--- src/rtl/poly_stream_reader.sv ---
// Streams 32*num_polys RAM words out of ram_96x256 as 12-bit coefficients over valid/ready.
// Optional CANON_REDUCE_EN: reduce each coefficient c to (c>=3329) ? c-3329 : c on output.
module poly_stream_reader #(
    parameter int DATA_W         = 96,
    parameter int COEF_W         = 12,
    parameter int COEFS_PER_WORD = 8,
    parameter int ADDR_W         = 8,
    parameter int WORDS_PER_POLY = 32
) (
    input  logic              clk,
    input  logic              rst,
    input  logic              start,
    input  logic [ADDR_W-1:0] start_offset,
    input  logic [1:0]        num_polys,
    output logic              busy,
    output logic              done,
    output logic [ADDR_W-1:0] ram_raddr,
    input  logic [DATA_W-1:0] ram_rdata,
    output logic              coef_valid,
    input  logic              coef_ready,
    output logic [COEF_W-1:0] coef_data,
    output logic              coef_last
);
    // Handshake: a coefficient transfers on any rising edge where coef_valid && coef_ready;
    // while coef_valid && !coef_ready, coef_data and coef_last stay unchanged.

    localparam int LANE_W = $clog2(COEFS_PER_WORD);
    localparam int IDX_W  = $clog2(WORDS_PER_POLY * COEFS_PER_WORD);
    localparam int CNT_W  = $clog2(3 * WORDS_PER_POLY + 1);

    typedef enum logic [1:0] {
        IDLE   = 2'd0,
        PRIME  = 2'd1,
        STREAM = 2'd2,
        FINISH = 2'd3
    } state_t;

    state_t              state_q, state_d;
    logic [ADDR_W-1:0]   raddr_q;
    logic [CNT_W-1:0]    issue_left_q;
    logic                iss_q;
    logic                dat_q;
    logic [DATA_W-1:0]   cur_word_q;
    logic                cur_valid_q;
    logic [DATA_W-1:0]   pref_word_q;
    logic                pref_valid_q;
    logic [IDX_W-1:0]    coef_idx_q;
    logic [1:0]          polys_left_q;

    logic                start_go;
    logic                launch;
    logic                issue;
    logic                xfer;
    logic                word_end;
    logic                final_xfer;
    logic [CNT_W-1:0]    words_total;
    logic [COEF_W-1:0]   raw_coef;
    logic [COEF_W-1:0]   out_coef;

    assign start_go    = (state_q == IDLE) && start;
    assign launch      = start_go && (num_polys != 2'd0);
    assign words_total = CNT_W'(num_polys) * CNT_W'(WORDS_PER_POLY);
    assign xfer        = cur_valid_q && coef_ready;
    assign word_end    = xfer && (coef_idx_q[LANE_W-1:0] == LANE_W'(COEFS_PER_WORD - 1));
    assign final_xfer  = xfer && (coef_idx_q == '1) && (polys_left_q == 2'd1);

    // One read in flight at a time, and only into an empty prefetch slot; a word lasts
    // eight transfers, which hides the two-cycle read latency at full throughput.
    assign issue = ((state_q == PRIME) || (state_q == STREAM)) && (issue_left_q != '0)
                   && !iss_q && !dat_q && !pref_valid_q;

    always_comb begin
        state_d = state_q;
        case (state_q)
            IDLE:    if (start) state_d = (num_polys == 2'd0) ? FINISH : PRIME;
            PRIME:   if (dat_q) state_d = STREAM;
            STREAM:  if (final_xfer) state_d = FINISH;
            FINISH:  state_d = IDLE;
            default: state_d = IDLE;
        endcase
    end

    always_ff @(posedge clk) begin
        if (!rst) begin
            state_q      <= IDLE;
            raddr_q      <= '0;
            issue_left_q <= '0;
            iss_q        <= 1'b0;
            dat_q        <= 1'b0;
            cur_word_q   <= '0;
            cur_valid_q  <= 1'b0;
            pref_word_q  <= '0;
            pref_valid_q <= 1'b0;
            coef_idx_q   <= '0;
            polys_left_q <= '0;
        end else begin
            state_q <= state_d;
            iss_q   <= launch || issue;
            dat_q   <= iss_q;

            if (launch) begin
                raddr_q      <= start_offset;
                issue_left_q <= words_total - CNT_W'(1);
            end else if (issue) begin
                raddr_q      <= raddr_q + ADDR_W'(1);
                issue_left_q <= issue_left_q - CNT_W'(1);
            end

            if (start_go) begin
                polys_left_q <= num_polys;
                coef_idx_q   <= '0;
            end else if (xfer) begin
                coef_idx_q <= coef_idx_q + IDX_W'(1);
                if (coef_idx_q == '1) polys_left_q <= polys_left_q - 2'd1;
            end

            // Returning data always finds the prefetch slot empty, so it lands in the
            // current-word register when that is free or draining, else in the prefetch.
            if (word_end) begin
                if (pref_valid_q) begin
                    cur_word_q   <= pref_word_q;
                    pref_valid_q <= 1'b0;
                end else if (dat_q) begin
                    cur_word_q <= ram_rdata;
                end else begin
                    cur_valid_q <= 1'b0;
                end
            end else if (dat_q) begin
                if (cur_valid_q) begin
                    pref_word_q  <= ram_rdata;
                    pref_valid_q <= 1'b1;
                end else begin
                    cur_word_q  <= ram_rdata;
                    cur_valid_q <= 1'b1;
                end
            end
        end
    end

    always_comb begin
        raw_coef = '0;
        for (int k = 0; k < COEFS_PER_WORD; k++) begin
            if (coef_idx_q[LANE_W-1:0] == LANE_W'(k)) raw_coef = cur_word_q[k*COEF_W +: COEF_W];
        end
    end

`ifdef CANON_REDUCE_EN
    assign out_coef = (raw_coef >= COEF_W'(3329)) ? raw_coef - COEF_W'(3329) : raw_coef;
`else
    assign out_coef = raw_coef;
`endif

    assign busy       = (state_q != IDLE);
    assign done       = (state_q == FINISH);
    assign ram_raddr  = raddr_q;
    assign coef_valid = cur_valid_q;
    assign coef_data  = cur_valid_q ? out_coef : '0;
    assign coef_last  = cur_valid_q && (coef_idx_q == '1);

endmodule

--- config.mk ---
export PLATFORM = sky130hd
export DESIGN_NAME = poly_stream_reader
export DESIGN_NICKNAME = d
export VERILOG_FILES = /design/src/rtl/poly_stream_reader.sv
export SDC_FILE = /design/constraint.sdc
export NUM_CORES = 1
export LEC_CHECK = 0
export ABC_AREA = 0
export CAP_MARGIN = 20
export CORE_ASPECT_RATIO = 1.4
export CORE_MARGIN = 1.5
export CORE_UTILIZATION = 50
export DETAILED_ROUTE_END_ITERATION = 12
export GPL_ROUTABILITY_DRIVEN = 1
export PLACE_DENSITY = 0.85
export SYNTH_ARGS = -nofsm -noshare
export SYNTH_HDL_FRONTEND = slang
export SYNTH_SLANG_ARGS = --single-unit
--- constraint.sdc ---
create_clock -name clk -period 1.9 [get_ports clk]
set_input_delay 0.19 -clock clk [delete_from_list [all_inputs] [get_ports clk]]
set_output_delay 0.19 -clock clk [all_outputs]
set_load 0.005 [all_outputs]
==> results of run 1 <==
-- timing repair --
action	4_1_cts
setup buffers	51
pin swaps	148
gates resized for setup	432
endpoints found under the setup margin	221
gates cloned	34
-- logic make-up after synthesis --
kind of cell	count (synthesis)
AND/OR/NAND/NOR	409
AO/OA/AOI/OAI	331
adder cells (fa/ha/maj)	16
buffers and inverters	120
XOR/XNOR	14
flip-flops	223
multiplexers	100
-- routing by layer --
| metal | GRT usage, % | overflow |
|---|---|---|
| met5 | 34.75 | 0 |
| met4 | 66.62 | 0 |
| met3 | 59.98 | 2 |
| met2 | 87.27 | 2 |
| met1 | 74.42 | 0 |
-- synthesized netlist by cell type, types with 3 or more instances --
| library cell | number |
|---|---|
| o2111ai_1 | 12 |
| nor3_1 | 7 |
| nand4_1 | 3 |
| buf_2 | 21 |
| nand2_1 | 253 |
| inv_1 | 16 |
| nand3_1 | 8 |
| nand2b_1 | 12 |
| clkbuf_1 | 75 |
| mux2i_1 | 99 |
| a221oi_1 | 12 |
| nor2_1 | 109 |
| dfxtp_1 | 223 |
| a211oi_1 | 100 |
| and4_1 | 3 |
| buf_4 | 4 |
| a211oi_2 | 3 |
| a2111oi_2 | 3 |
| ha_1 | 16 |
| o21ai_0 | 38 |
| a22o_1 | 12 |
| xnor2_1 | 13 |
| a21oi_1 | 127 |
| o211ai_1 | 12 |
-- per-stage QoR --
stage	utilization, %	hold WS [ns]	worst slack [ns]	setup TNS [ns]
CTS	79.81	0.2601	-0.4427	-17.63
detailed placement	62.40	0.4456	-0.5298	-48.48
global placement	62.40	0.4406	-0.4639	-37.03
floorplan	-	0.3260	-0.03130	-2.530
==> out/metrics.cfg, run 1 <==
[status]
status=did not finish
stop_stage=5_1_grt
stop_error=[ERROR GRT-0232] Routing congestion too high. Check the congestion heatmap in the GUI.

[place]
dp.final_hpwl_um=20110
port-buffer-count=133
place_congestion=0.9794
dp_cells=1593
place_area_sq_mm=0.01243

[global_routing]
grt_usage_pct=72.90
grt_max_degree=44
grt_overflow=4

[synth]
synth_edf_count=0
synth_cells=1213
synth_compound_area_share_pct=21.61
ys_async_sr_fraction_pct=0
ys_warn_count=0
syn_area_per_cell_sq_um=8.386
synth-simple-area-share_pct=16.49
yosys-top-cells-area=dfxtp_1 44%, mux2i_1 9.7%, nand2_1 9.3%, a211oi_1 7.4%, a21oi_1 6.2%
synth_adder_area_share_pct=1.968
synth_flop_cell=dfxtp_1
synth_xor_area_share_pct=1.205
synth_top_cell_by_area=dfxtp_1
synth_seq_cells=223
ys_seq_area_share_pct=43.89
yosysTopAreaCellShare_pct=43.89
syn_nets=1339
synth_mux_area_share_pct=9.852
yosysUniqueCellTypes=49
synth_top_family_by_area=compound AO/OA/AOI/OAI gates
syn_area_sq_mm=0.01017

[floorplanning]
die_y_um=171.8
pin_count=134
fp-row-count=61
die_x_um=123.5
start_util_pct=51.06

[clock_tree]
cts_made_buffers=21
hold_buffers=0
clock_sinks=223
clock-root-buffer=clkbuf_16
clockBufferDepth=3
h-tree-depth=1

[timing]
worst-ep-kind=top-level output
grt-worst-endpoint=coef_data[0]

==> run 2: changes to the inputs <==
--- a/config.mk
+++ b/config.mk
@@ -7,12 +7,11 @@
 export LEC_CHECK = 0
 export ABC_AREA = 0
 export CAP_MARGIN = 20
-export CORE_ASPECT_RATIO = 1.4
 export CORE_MARGIN = 1.5
-export CORE_UTILIZATION = 50
+export CORE_UTILIZATION = 40
 export DETAILED_ROUTE_END_ITERATION = 12
 export GPL_ROUTABILITY_DRIVEN = 1
-export PLACE_DENSITY = 0.85
+export PLACE_DENSITY_LB_ADDON = 0.15
 export SYNTH_ARGS = -nofsm -noshare
 export SYNTH_HDL_FRONTEND = slang
 export SYNTH_SLANG_ARGS = --single-unit
==> constraint.sdc (replaced) <==
create_clock -name clk -period 2.45 [get_ports clk]
set_input_delay 0.245 -clock clk [delete_from_list [all_inputs] [get_ports clk]]
set_output_delay 0.245 -clock clk [all_outputs]
set_load 0.005 [all_outputs]
==> run 2 against run 1 <==
The flow now finishes, with violations (setup timing). Synthesized area did not move. Synthesized cell count did not move.
==> out/metrics.cfg, run 2 <==
[status]
status=complete, but fails checks
violations=setup timing

[route]
num_vias=8822
viasPerCell=5.298
routed_wl_um=28310
drc=0
wire_per_inst_um=17.00
drt-initial-drc-count=582
detail-route-antenna-nets=0
drt_pre_antenna_iters=7

[worst_setup_path]
worstPathArrival_ns=2.25
cp-start-kind=register
critPathMaxFanout=6
critical_path_class=register to output port
reg2reg_depth=8
critPathCaptureType=output port
crit_required_ns=2.20

[timing]
fmax_mhz=400.0
hold_violations=0
slew_viol_final=0
finalCritPeriodShare_pct=102.0
fin_ws_ns=-0.04993
tns_ns=-0.08355
final-setup-viol-count=3
worstMarginPinSlew_ns=0.9158
rsz0062_at_grt=true
clock_skew_ns=0.01038
slew-limit-headroom_pct=38.82
fin_crit_ns=2.500

[floorplanning]
start_util_pct=40.63  ; -10 points
core_area_sq_mm=0.02504
die_y_um=162.5  ; -5.4%
die_area_sq_mm=0.02640
pin_count=134  ; unchanged
fp-row-count=58  ; -4.9%
die_x_um=162.5  ; +32%

[power]
p_per_area_mw_per_mm2=847.4
peakVddDrop_mv=0.4131
p_leak_nw=5.055
total_power_w=0.01115

[layout]
final_core_util_pct=52.57
final_common_cell=nand2_1
antenna_cells=0
drive_above_1_share_pct=12.88
fill_cells=2350
largest_registers=cur_word_q x96, pref_word_q x96
most-common-layout-cells=252 x nand2_1, 221 x dfxtp_1, 121 x clkdlybuf4s50_1, 114 x a21oi_1, 107 x nor2_1
syn_to_final_growth_pct=29.39
nets=1444
instances_no_fill=1665

[global_routing]
grt_pass1_vias=8180
grt_pass1_wl_um=44910
grt_max_degree=79
grt_usage_pct=21.29
grt_overflow=0
antenna_found_initial=0

[min_path]
holdPathStages=3
hold_class=input pin to register

[clock_tree]
clock_sinks=223  ; unchanged
clockBufferDepth=3  ; unchanged
cts_made_buffers=25  ; +19%
cts_tree=yes
clk_pin_slew_ns=0.06
hold_buffers=0  ; unchanged
insertion_delay_ns=0.51
clock-root-buffer=clkbuf_16
h-tree-depth=1  ; unchanged

[synth]
synth_flop_cell=dfxtp_1
synth_common_cells=253 x nand2_1, 223 x dfxtp_1, 127 x a21oi_1
ys_async_sr_fraction_pct=0  ; unchanged
ys_seq_area_share_pct=43.89  ; unchanged
synth_top_cell_by_area=dfxtp_1
synth_seq_cells=223  ; unchanged
synthMostInstantiatedCell=nand2_1
yosysTopAreaCellShare_pct=43.89  ; unchanged
syn_area_per_cell_sq_um=8.386  ; unchanged
syn_area_sq_mm=0.01017  ; unchanged
ys_warn_count=0  ; unchanged
synth_cells=1213  ; unchanged
synth_edf_count=0  ; unchanged
syn_nets=1339  ; unchanged
yosysUniqueCellTypes=49  ; unchanged
yosys-top-cells-area=dfxtp_1 44%, mux2i_1 9.7%, nand2_1 9.3%, a211oi_1 7.4%, a21oi_1 6.2%

[place]
dp.final_hpwl_um=19680  ; -2.1%
place_congestion=0.9092  ; -7.2%
port-buffer-count=133  ; unchanged
dp_cells=1613  ; +1.3%

[job]
cap_viol_max_count=0

run 2: layout make-up:
type / count / area [sq um] / share of cell area, %
clock inverter: 11 / 160.2 / 1.217
sequential: 223 / 4472 / 33.98
clock buffer: 33 / 685.7 / 5.210
tap: 330 / 412.9 / 3.137
timing repair buffer: 181 / 1824 / 13.86
inverter: 16 / 68.82 / 0.5229
multi-input combinational: 871 / 5538 / 42.08
run 2: logic make-up (layout without fill, tap and decap cells):
family          count (synthesis)  count (layout)  share of synthesized area [%]
compound gates                331             331                          21.61
xor+xnor                       14              14                          1.205
fa+ha+maj                      16              16                          1.968
buf+inv                       120             241                          4.982
mux                           100             100                          9.852
simple gates                  409             410                          16.49
flops                         223             223                          43.89
run 2: path summary, 6_finish.rpt:
path                                                   from                      endpoint  slack (ns)
worst max register to register   coef_idx_q[1]$_SDFFE_PP0P_   cur_word_q[35]$_SDFFE_PN0P_        0.11
worst min-delay path                          ram_rdata[33]  pref_word_q[33]$_SDFFE_PN0P_        0.30
worst max-delay path             coef_idx_q[1]$_SDFFE_PP0P_                  coef_data[0]       -0.05
worst min register to register  pref_word_q[6]$_SDFFE_PN0P_   pref_word_q[6]$_SDFFE_PN0P_        0.45
run 2: per-layer routing:
layer,global-route usage (%),wire (um),vias up
li1,-,-,4467
met1,29.97,13820,4101
met2,33.94,12680,218
met3,3.056,1227,36
met4,5.963,588,0
met5,0,0,-
run 2: worst max-delay path, cell delays in order, from the launching register on:
cell and delay [ns]:
dfxtp_4 0.37, ha_4 0.17, ha_4 0.18, buf_6 0.12, nor2_4 0.11, buf_6 0.14
a22o_1 0.16, o2111ai_2 0.11, a21oi_2 0.23, buf_2 0.15
run 2: stage by stage:
stage	area (sq um)	setup WS [ns]	hold WS, ns
after floorplan	10170	0.4733	0.3810
after global placement	11970	-0.1369	0.4404
after detailed placement	11970	-0.1604	0.4445
after CTS	13090	-0.07494	0.2874
after global routing	13160	-0.1019	0.3008
final	13160	-0.04993	0.2997
run 2: timing repair:
| action | in CTS | in global routing |
|---|---|---|
| hold endpoints to repair | 0 | 0 |
| cloned | 2 | 1 |
| resized for setup | 117 | 17 |
| pin swaps | 33 | 18 |
| endpoints found under the setup margin | 12 | 19 |
| setup buffers | 4 | 2 |
run 2: power by group:
part / internal [W] / leakage, nW / switching (W)
clock network: 0.00238 / 0.412 / 0.00148
logic: 0.00120 / 2.83 / 0.00141
registers: 0.00416 / 1.81 / 0.000522
No activity file was read; power rests on OpenSTA's default activity.
